File: src/rtl/l2_arb_pkg.sv
// ============================================================================
// Module      : l2_arb_pkg
// Description : Shared types for the L2 request arbiter (FSM state encoding).
// Revision    : 1.0 - initial release
// ============================================================================
`default_nettype none

package l2_arb_pkg;

  localparam int ARB_STATE_W = 2;

  typedef enum logic [ARB_STATE_W-1:0] {
    IDLE = 2'd0,
    REQ  = 2'd1,
    WAIT = 2'd2,
    DLVR = 2'd3
  } arb_state_e;

endpackage : l2_arb_pkg

`default_nettype wire

File: src/rtl/l2_req_arbiter_rr_pick.sv
// ============================================================================
// Module      : rr_pick
// Description : Combinational round-robin picker; first requester at or after
//               ptr_i (wrapping) wins. Outputs one-hot grant and its index.
// Revision    : 1.0 - initial release
// ============================================================================
`default_nettype none

module rr_pick #(
  parameter int N_PORTS = 2,
  parameter int PTR_W   = 1
) (
  input  logic [N_PORTS-1:0] req_i,
  input  logic [PTR_W-1:0]   ptr_i,
  output logic [N_PORTS-1:0] oh_o,
  output logic [PTR_W-1:0]   idx_o
);

  // Scan from the farthest offset down so the nearest requester overrides.
  always_comb begin
    idx_o = '0;
    oh_o  = '0;
    for (int k = N_PORTS - 1; k >= 0; k--) begin
      if (req_i[(int'(ptr_i) + k) % N_PORTS]) begin
        idx_o = PTR_W'((int'(ptr_i) + k) % N_PORTS);
      end
    end
    if (|req_i) begin
      oh_o[idx_o] = 1'b1;
    end
  end

endmodule : rr_pick

`default_nettype wire

File: src/rtl/l2_req_arbiter.sv
// ============================================================================
// Module      : l2_req_arbiter
// Description : N-port round-robin front end of the L2 cache. One transaction
//               at a time; grant held until the client signals completion.
//               Optional watchdog enabled by macro L2_ARB_TIMEOUT_EN.
// Revision    : 1.0 - initial release
// ============================================================================
`default_nettype none

module l2_req_arbiter
  import l2_arb_pkg::*;
#(
  parameter int N_PORTS     = 2,
  parameter int ADDR_W      = 32,
  parameter int LINE_W      = 128,
  parameter int TIMEOUT_CYC = 1024
) (
  input  logic                        clk,
  input  logic                        rst,
  input  logic [N_PORTS-1:0]          req_i,
  input  logic [N_PORTS-1:0]          rw_i,
  input  logic [N_PORTS*ADDR_W-1:0]   addr_i,
  input  logic [N_PORTS*LINE_W-1:0]   wd_i,
  input  logic [N_PORTS-1:0]          complete_i,
  output logic [N_PORTS-1:0]          grant_o,
  output logic [LINE_W-1:0]           rd_o,
  output logic [N_PORTS-1:0]          rd_vld_o,
  output logic                        l2_req_o,
  input  logic                        l2_ack_i,
  output logic [ADDR_W-1:0]           l2_addr_o,
  output logic                        l2_rw_o,
  output logic [LINE_W-1:0]           l2_wd_o,
  input  logic                        l2_rdy_i,
  input  logic [LINE_W-1:0]           l2_rd_i,
  output logic                        busy_o,
  output logic                        err_o
);

  localparam int PTR_W = (N_PORTS > 1) ? $clog2(N_PORTS) : 1;

  arb_state_e         r_state;
  arb_state_e         w_next;
  logic [PTR_W-1:0]   r_ptr;
  logic [PTR_W-1:0]   r_gidx;
  logic [PTR_W-1:0]   w_pick_idx;
  logic [PTR_W-1:0]   w_ptr_nxt;
  logic [N_PORTS-1:0] w_pick_oh;
  logic [N_PORTS-1:0] w_gnt_oh;
  logic               w_pick_vld;
  logic               w_timeout;
  logic               w_release;
  logic [ADDR_W-1:0]  r_addr;
  logic               r_rw;
  logic [LINE_W-1:0]  r_wd;
  logic [LINE_W-1:0]  r_rd;

  rr_pick #(
    .N_PORTS (N_PORTS),
    .PTR_W   (PTR_W)
  ) u_pick (
    .req_i (req_i),
    .ptr_i (r_ptr),
    .oh_o  (w_pick_oh),
    .idx_o (w_pick_idx)
  );

  assign w_pick_vld = |w_pick_oh;

  always_comb begin
    w_gnt_oh         = '0;
    w_gnt_oh[r_gidx] = 1'b1;
  end

  assign w_ptr_nxt = (r_gidx == PTR_W'(N_PORTS - 1)) ? '0 : r_gidx + PTR_W'(1);

  assign grant_o   = (r_state != IDLE) ? w_gnt_oh : '0;
  assign rd_vld_o  = (r_state == DLVR) ? w_gnt_oh : '0;
  assign l2_req_o  = (r_state == REQ);
  assign busy_o    = (r_state != IDLE);
  assign l2_addr_o = r_addr;
  assign l2_rw_o   = r_rw;
  assign l2_wd_o   = r_wd;
  assign rd_o      = r_rd;
  assign err_o     = w_timeout;

`ifdef L2_ARB_TIMEOUT_EN
  localparam int CNT_W = $clog2(TIMEOUT_CYC + 1);

  logic [CNT_W-1:0] r_cnt;
  logic             w_in_wd;

  assign w_in_wd = (r_state == REQ) || (r_state == WAIT);

  // A genuine ack/rdy in the final cycle beats the watchdog.
  assign w_timeout = w_in_wd && (r_cnt == CNT_W'(TIMEOUT_CYC - 1)) &&
                     !((r_state == REQ && l2_ack_i) || (r_state == WAIT && l2_rdy_i));

  always_ff @(posedge clk or negedge rst) begin
    if (!rst) begin
      r_cnt <= '0;
    end else if (w_next != r_state) begin
      r_cnt <= '0;
    end else if (w_in_wd) begin
      r_cnt <= r_cnt + CNT_W'(1);
    end
  end
`else
  logic w_unused_cfg;
  assign w_unused_cfg = (TIMEOUT_CYC == 0);
  assign w_timeout    = 1'b0;
`endif

  always_comb begin
    w_next    = r_state;
    w_release = 1'b0;
    case (r_state)
      IDLE: begin
        if (w_pick_vld) w_next = REQ;
      end
      REQ: begin
        if (l2_ack_i) begin
          w_next = WAIT;
        end else if (w_timeout) begin
          w_next    = IDLE;
          w_release = 1'b1;
        end
      end
      WAIT: begin
        if (l2_rdy_i) begin
          w_next = DLVR;
        end else if (w_timeout) begin
          w_next    = IDLE;
          w_release = 1'b1;
        end
      end
      DLVR: begin
        if (complete_i[r_gidx]) begin
          w_next    = IDLE;
          w_release = 1'b1;
        end
      end
      default: w_next = IDLE;
    endcase
  end

  always_ff @(posedge clk or negedge rst) begin
    if (!rst) begin
      r_state <= IDLE;
      r_ptr   <= '0;
      r_gidx  <= '0;
      r_addr  <= '0;
      r_rw    <= 1'b0;
      r_wd    <= '0;
      r_rd    <= '0;
    end else begin
      r_state <= w_next;
      if (r_state == IDLE && w_pick_vld) begin
        r_gidx <= w_pick_idx;
        r_addr <= addr_i[w_pick_idx*ADDR_W +: ADDR_W];
        r_rw   <= rw_i[w_pick_idx];
        r_wd   <= wd_i[w_pick_idx*LINE_W +: LINE_W];
      end
      // Writes return only an ack; keep the last read line visible.
      if (r_state == WAIT && l2_rdy_i && !r_rw) begin
        r_rd <= l2_rd_i;
      end
      if (w_release) begin
        r_ptr <= w_ptr_nxt;
      end
    end
  end

endmodule : l2_req_arbiter

`default_nettype wire

File: config.mk
export PLATFORM = sky130hd
export DESIGN_NAME = l2_req_arbiter
export DESIGN_NICKNAME = d
export VERILOG_FILES = /design/src/rtl/l2_arb_pkg.sv /design/src/rtl/l2_req_arbiter_rr_pick.sv /design/src/rtl/l2_req_arbiter.sv
export SDC_FILE = /design/constraint.sdc
export NUM_CORES = 1
export LEC_CHECK = 0
export ABC_AREA = 1
export ABC_CLOCK_PERIOD_IN_PS = 3950
export CAP_MARGIN = 0
export CORE_AREA = 2 2 297 299
export CTS_BUF_LIST = sky130_fd_sc_hd__clkbuf_16
export DETAILED_ROUTE_END_ITERATION = 16
export DIE_AREA = 0 0 299 301
export PLACE_DENSITY = 0.44
export SYNTH_ARGS = -nofsm -noshare
export SYNTH_HDL_FRONTEND = slang
export SYNTH_HIERARCHICAL = 1
export SYNTH_SLANG_ARGS = --single-unit
File: constraint.sdc
create_clock -name clk -period 3.95 [get_ports clk]
set_clock_uncertainty 0.05 [all_clocks]
set_input_delay 0.395 -clock clk [delete_from_list [all_inputs] [get_ports clk]]
set_output_delay 0.395 -clock clk [all_outputs]
set_load 0.03 [all_outputs]
* Yosys cells after proc, flatten, opt, wreduce, memory -nomap -nowiden *
Cells that the tools add are included.

word-level totals
  flip-flop bits (word level) = 293
  output and inout bits = 296
  logic and storage cells = 62

cells by class
  add/subtract/negate cells = 2
  magnitude comparators = 6
  equal/unequal tests = 7
  shift operators = 2
  multiplexer cells = 26
  bitwise gates (word level) = 1
  reduce and logical (&&, ||, !) cells = 11

operator list
  kind                 count
  $shiftx 256x9->128   1
  $shiftx 64x7->32     1
  $mux 1               16
  $mux 2               7
  $pmux 2 s4           1
  $lt 1x2->1 const B   3
  $logic_and 1x1->1    5
  $eq 2x2->1 const B   2
  $ne 2x1->1 const B   2
  $ne 2x2->1 const B   2
  $reduce_and 4->1     1
  $reduce_or 2->1      2
  $lt 2x3->1 const B   1
  $add 1x1->1 const B  2
  $demux 1 s1          2
  $eq 2x1->1 const B   1
  $ge 1x1->1 const B   2
  $logic_not 2->1      1
  $reduce_bool 2->1    1
  $and 1x1->1 const A  1
  $logic_not 1->1      1

* Longest topological paths before layout *
Gate-level depths: netlist (run 1).

  word-level depth = 15
  mapped depth = 9

* Modules after synthesis *
Netlist (run 1), hierarchy kept.

by module, submodules not included
  module          instances  cells each  area each (um^2)
  l2_req_arbiter  1          1465        13218.9
  rr_pick         1          5           28.8

* Worst setup path before layout (run 1) *
OpenSTA, ideal clock, no wires.

  kind = register to output
  start point = register r_state[0]
  end point = output grant_o[0]
  data arrival time = 1114 ps
  required time = 3505 ps
  slack = 2391 ps
  cell stages (with the launch flop) = 4
  buffers on the path = 0
  cell sequence = dfrtp_1 inv_1 ha_1 nor2_1

on the way
  cells in the longest elaborated chain, start to end = 2

ends and longest elaborated chain
  what                    RTL line               source
  from (decl)             l2_req_arbiter.sv:41   arb_state_e r_state;
  from (signal assigned)  l2_req_arbiter.sv:156  r_state <= w_next;
  $reduce_bool 2->1       l2_req_arbiter.sv:76   assign grant_o = (r_state != IDLE) ? w_gnt_oh : '0;
  $mux 2                  l2_req_arbiter.sv:76
  to (decl)               l2_req_arbiter.sv:25   output logic [N_PORTS-1:0] grant_o,

Every way passes these cells.

* Worst setup path in the final report (run 1) *
  start point = register r_state[0]
  end point = output busy_o

on the way
  cells in the longest elaborated chain, start to end = 1

ends and longest elaborated chain
  what               RTL line              source
  $reduce_bool 2->1  l2_req_arbiter.sv:79  assign busy_o = (r_state != IDLE);
  to (decl)          l2_req_arbiter.sv:35  output logic busy_o,

Every way passes these cells.

==> results of run 1 <==
[worst reg2reg max path: stages, from the launching register on]
cell and delay (ns):
dfrtp_1 0.41, inv_1 0.10, ha_1 0.31, nand3b_1 0.66
buf_12 0.47, o21ai_0 0.36
[cells by family (layout without fill, tap and decap cells)]
logic type / Yosys count / count (layout)
adders and majority gates: 4 / 4
buffers and inverters: 241 / 992
and+or+nand+nor: 636 / 636
DFF: 293 / 293
AOI/OAI and AO/OA: 295 / 295
other: 1 / 13
[flip-flops by register name, indices dropped and copies added, names as in the netlist]
register / flops
r_gidx: 1
l2_addr_o: 32
r_state: 2
r_ptr: 1
l2_wd_o: 128
rd_o: 128
l2_rw_o: 1
[synthesized netlist by cell type (5+ instances only)]
master      n  share of area, %
o31ai_2    97               9.2
nand2_1   301               8.5
dfrtp_1   293                55
buf_6      12               1.0
nand3_1     5              0.19
inv_1     141               4.0
clkbuf_1   24              0.68
buf_2      58               2.2
nor2_1    327               9.3
buf_4       5              0.28
o31ai_1    64               3.6
o21ai_0   130               4.9
[power groups by stage]
stage               clock (uW)  sequential (uW)  combinational, uW
global placement             0             5300               9950
floorplan                    0             7950               2860
finish                    3390             5300               9870
global route              3660             5470              10600
CTS                       3560             5320              10100
detailed placement           0             5330              10000
[per-layer routing]
metal	global-route usage, %	vias to the layer above	part of all wire [%]
li1	-	6173	-
met5	0	-	0.051
met3	5.20	89	9.2
met2	22.2	533	50
met1	14.4	6102	38
met4	5.31	6	2.8
[worst paths after layout]
| kind | startpoint | endpoint | slack, ns | depth (start not counted) |
|---|---|---|---|---|
| min in group asynchronous | rst | rd_o[29]$_DFFE_PN0P_ | 0.45 | 2 |
| worst max register to register | r_state[0]$_DFFE_PN0P_ | rd_o[42]$_DFFE_PN0P_ | 1.50 | 5 |
| worst min-delay path | l2_rd_i[65] | rd_o[65]$_DFFE_PN0P_ | 0.35 | 3 |
| worst min register to register | l2_addr_o[9]$_DFFE_PN0P_ | l2_addr_o[9]$_DFFE_PN0P_ | 0.43 | 2 |
| max in group asynchronous | rst | rd_o[13]$_DFFE_PN0P_ | 2.39 | 3 |
| worst max-delay path | r_state[0]$_DFFE_PN0P_ | busy_o | 1.09 | 4 |
[cell usage in the layout, fill, tap and decap left out, types with 2 or more instances in the layout]
master,Yosys,final
nor2_1,327,327
o31ai_1,64,64
o31ai_2,97,97
inv_6,0,2
buf_4,5,22
buf_12,0,7
ha_1,4,4
dfrtp_1,293,293
clkinv_1,0,5
clkdlybuf4s50_1,0,751
nand2_1,301,301
nand3_1,5,5
inv_1,141,157
bufinv_16,0,2
o21ai_0,130,130
clkbuf_16,0,40
clkinv_2,0,2
diode_2,0,12
[final cells by class]
cell class | instances | area (um2) | share of cell area [%]
clock inverters | 28 | 183 | 0.786
diodes | 12 | 30.0 | 0.129
repair buffers | 782 | 7850 | 33.8
flip-flops and latches | 293 | 7330 | 31.6
multi-input cells | 936 | 4850 | 20.9
clock buffers | 40 | 1000 | 4.31
well taps | 1155 | 1450 | 6.22
inverters | 142 | 538 | 2.32
[through the flow]
stage | hold WS, ns | worst slack (ns)
2_1_floorplan | 0.0494 | 2.39
3_3_place_gp | 0.416 | 1.24
4_1_cts | 0.289 | 0.943
5_1_grt | 0.324 | 0.824
3_5_place_dp | 0.417 | 1.20
6_report | 0.346 | 1.09
==> run metrics, run 1 <==
Vias/cell=3.81; final worst path period need=2.86 ns; Pre-Repair DR Iteration Count=5; drt drc=0; FMAX=around 0.35 GHz; largest net degree at the start of global routing=roughly 160; Worst-Skew Late Latency=between 0.5 and 0.6 ns; CP endpoint kind=primary output; Sw Pwr=about 8000 uW; Worst-path clk slew=approximately 0.060 ns; remaining antenna violation count after routing=0; die height=approximately 300 um; vias in the first global route=around 13000; Worst Tran Pin Value=0.912 ns; Worst path slowest cell=clkdlybuf4s50_1; Netlist cell types=21; fin cells=3388; Num CTS Buffers=39; Top Family by Delay on Critical Path=buffers and inverters; WL final=a little over 60000 um; Post-synth EDFFs=0; CTS Hold Bufs=1; combinational share of power=53.2%; yosys warns=6; proportion of synthesized area in mux cells=0%; dpl cell area=22000 um2; final worst-path cycle share=between 70% and 80%; CP Launch Type=flop; final-stage net count=2656; number of I/O port buffers=752; crit path buf inv count=3; PD cells=799 nW/um2; CTS tree=done; worst hold path type=input pin to flop; Slew Limit Fails=0; Syn Inst Count=1470; Main synth FF type=dfrtp_1; DP Wirelength=approximately 46000 um; Synth Area in XOR/XNOR=0%; RePlAce Congestion=0.849; Bufs on Longest Clock Path=3; Placeable Area=86500 um2; Slew headroom=39.2%; Synth Area in Adders=0.378%; fill count=9320; RSZ-0062 raised after global routing=false; post-CTS resize count=0; total power=18600 uW; H-tree levels=2; average size of a mapped cell=9.01 um2; Seq/Total Area, Yosys=55.3%; vias post-DR=12900; starting density of the core=15.3%; CP max stage delay=between 0.8 and 0.9 ns; VDD IR-drop max=~0.00038 V; Final Hold Fails=0; Layout area overhead=75.3%; outcome=completed; Root Driver=clkbuf_16; die width=299 um; placed instance count=3307; Setup Total Neg Slack=0 ns; GRT overflow=0; CP dominant cell by count=inv_1; P_int=10400 uW; Post-CTS Setup Inserts=0; max_cap viols=0; Clock Power Share=18.3%; Crit Path Max Fanout=6; FF+latch count, synth=293; design area=23200 um2; synthesized area=13200 um2; complex-gate fraction of the synthesized area=between 15 and 20%; Crit Path Category=flop to primary output; Final setup viols=0; post-layout util=26.9%; global-route wire length before repair=88600 um; # rows=108; drt wl/cell=17.9 um; largest family of logic cells by synthesized area=simple AND/OR/NAND/NOR gates; Sw Ratio=44.2%; data arrival time at the worst-slack endpoint=2.41 ns; die area=90000 um2; layout cell share with drive strength beyond 1=around 8%; gr usage total=13.0%; leakage=~0.010 uW; worst path cell trace=inv_1 -> ha_1 -> inv_1 -> clkdlybuf4s50_1; asr flop ratio synth=100%; DR iter-0 viols=570; syn nets=1932; WP data required=3.50 ns; I/O pin total=between 700 and 800; antenna violations before repair=22; sequential share of power=28.5%; # clock sinks=293; fraction of the mapped netlist area in simple logic gates=18.1%
No activity file was read; power rests on OpenSTA's default activity.
==> run 2, diff against run 1 <==
--- a/config.mk
+++ b/config.mk
@@ -6,13 +6,13 @@
 export NUM_CORES = 1
 export LEC_CHECK = 0
 export ABC_AREA = 1
-export ABC_CLOCK_PERIOD_IN_PS = 3950
+export ABC_CLOCK_PERIOD_IN_PS = 2860
 export CAP_MARGIN = 0
-export CORE_AREA = 2 2 297 299
+export CORE_AREA = 2 2 291 293
 export CTS_BUF_LIST = sky130_fd_sc_hd__clkbuf_16
 export DETAILED_ROUTE_END_ITERATION = 16
-export DIE_AREA = 0 0 299 301
-export PLACE_DENSITY = 0.44
+export DIE_AREA = 0 0 293 295
+export PLACE_DENSITY = 0.45
 export SYNTH_ARGS = -nofsm -noshare
 export SYNTH_HDL_FRONTEND = slang
 export SYNTH_HIERARCHICAL = 1
==> constraint.sdc (replaced) <==
create_clock -name clk -period 2.86 [get_ports clk]
set_clock_uncertainty 0.05 [all_clocks]
set_input_delay 0.286 -clock clk [delete_from_list [all_inputs] [get_ports clk]]
set_output_delay 0.286 -clock clk [all_outputs]
set_load 0.03 [all_outputs]
==> run metrics, run 2 (synthesis results as in run 1) <==
outcome=completed; area of the multi-input gates=4850 um2; register area=7330 um2; Crit Path Category=flop to primary output; final worst-path cycle share=93.6%; global-route wire length before repair=83600 um; die area=86400 um2; final worst path period need=2.68 ns; drt wl/cell=roughly 17 um; RePlAce Congestion=0.789; Pre-Repair DR Iteration Count=4; drt drc=0; Crit Path Max Fanout=6; FMAX=approximately 0.37 GHz; sequential share of power=28.6%; leakage=between 0.01 and 0.015 uW; Worst Tran Pin Value=0.711 ns; Placeable Area=83200 um2; Worst R2R Start=r_ptr$_DFFE_PN0P_; Vias/cell=3.87; Final Hold Fails=0; # rows=around 110; DP Wirelength=43400 um; P_int=between 10000 and 15000 uW; VDD IR-drop max=0.000517 V; CP endpoint kind=primary output; largest net degree at the start of global routing=between 100 and 150; Setup Total Neg Slack=0 ns; WL final=57200 um; fill count=~8800; post-layout util=27.9%; Clock Power Share=17.9%; worst flop-to-flop path endpoint=l2_wd_o[28]$_DFFE_PN0P_; final-stage net count=between 2000 and 3000; post-CTS resize count=0; CTS tree=done; layout cell share with drive strength beyond 1=8.14%; PD cells=about 1100 nW/um2; reg2reg setup slack=approximately 0.8 ns; most frequent cells in the layout=751 x clkdlybuf4s50_1, 327 x nor2_1, 301 x nand2_1; H-tree levels=2; vias post-DR=12800; DR iter-0 viols=488; die width=293 um; GRT overflow=0; combinational share of power=53.5%; CP Launch Type=flop; hold path endpoint=rd_o[108]$_DFFE_PN0P_; worst hold stages=3; starting density of the core=15.9%; data arrival time at the worst-slack endpoint=~2.3 ns; Slew headroom=52.6%; worst hold path type=input pin to flop; die height=around 300 um; Slew Limit Fails=0; vias in the first global route=13300; Final setup viols=0; Worst-Skew Late Latency=0.55 ns; remaining antenna violation count after routing=0; Worst-path clk slew=roughly 0.060 ns; Post-CTS Setup Inserts=0; Root Driver=clkbuf_16; Sw Pwr=approximately 11000 uW; RSZ-0062 raised after global routing=false; Worst Reg-to-Reg Cells=8; # clock sinks=293; hold_sp=l2_rd_i[108]; I/O pin total=754; max_cap viols=0; WP data required=2.52 ns; antenna violations before repair=5; Sw Ratio=approximately 44%; Num CTS Buffers=39; CTS Hold Bufs=1; number of I/O port buffers=about 750; commonest non-fill, non-tap cell in the layout=clkdlybuf4s50_1; gr usage total=around 13%; Bufs on Longest Clock Path=3; Layout area overhead=75.1%
==> run 2: power by group through the flow <==
stage	Sequential [uW]	Clock, uW	Combinational (uW)
after global placement	7320	0	13800
after global routing	7590	4910	14700
final	7320	4570	13700
after detailed placement	7360	0	13900
after CTS	7350	4780	13900
after floorplan	11000	0	3940
==> run 2: per-layer routing <==
layer / routed length (um) / vias to the layer above / global-route usage [%]
li1: - / 6161 / -
met1: 22200 / 6009 / 14.3
met2: 28400 / 535 / 22.3
met3: 5020 / 91 / 4.29
met4: 1560 / 4 / 3.95
met5: 29 / - / 0
==> run 2: worst max path at each step <==
stage | from | end | slack (ns) | cells after the start
2_1_floorplan | r_state[0]$_DFFE_PN0P_ | l2_wd_o[100]$_DFFE_PN0P_ | 1.40 | 7
3_3_place_gp | req_i[0] | l2_wd_o[39]$_DFFE_PN0P_ | 0.47 | 6
3_5_place_dp | req_i[0] | l2_wd_o[36]$_DFFE_PN0P_ | 0.44 | 6
4_1_cts | r_state[0]$_DFFE_PN0P_ | grant_o[0] | 0.08 | 4
5_1_grt | r_state[0]$_DFFE_PN0P_ | grant_o[0] | 0.05 | 4
6_report | r_state[0]$_DFFE_PN0P_ | grant_o[0] | 0.18 | 4
==> run 2: worst max-delay path, cell delays in order (launching register included) <==
cell,delay (ns)
dfrtp_1,0.40
inv_1,0.08
ha_1,0.33
nor2_1,0.24
clkdlybuf4s50_1,0.74
==> run 2: metrics by stage <==
stage / hold WS [ns] / worst slack, ns / cells / total power (uW) / cell area [um2]
2_1_floorplan: -0.0596 / 1.40 / 1470 / 14900 / 13200
3_3_place_gp: 0.276 / 0.471 / 3233 / 21100 / 22000
3_5_place_dp: 0.277 / 0.444 / 3233 / 21200 / 22000
4_1_cts: 0.179 / 0.0770 / 3303 / 26000 / 23200
5_1_grt: 0.212 / 0.0463 / 3304 / 27200 / 23200
6_report: 0.235 / 0.183 / 3308 / 25600 / 23200
==> run 2: area by class of cell <==
class                      count  share of cell area [%]
sequential                   293                    31.6
clock buffer                  40                    4.32
multi-input combinational    936                    20.9
tap                         1080                    5.83
antenna                        5                  0.0539
clock inverter                29                   0.701
inverter                     142                    2.32
timing repair buffer         783                    34.2
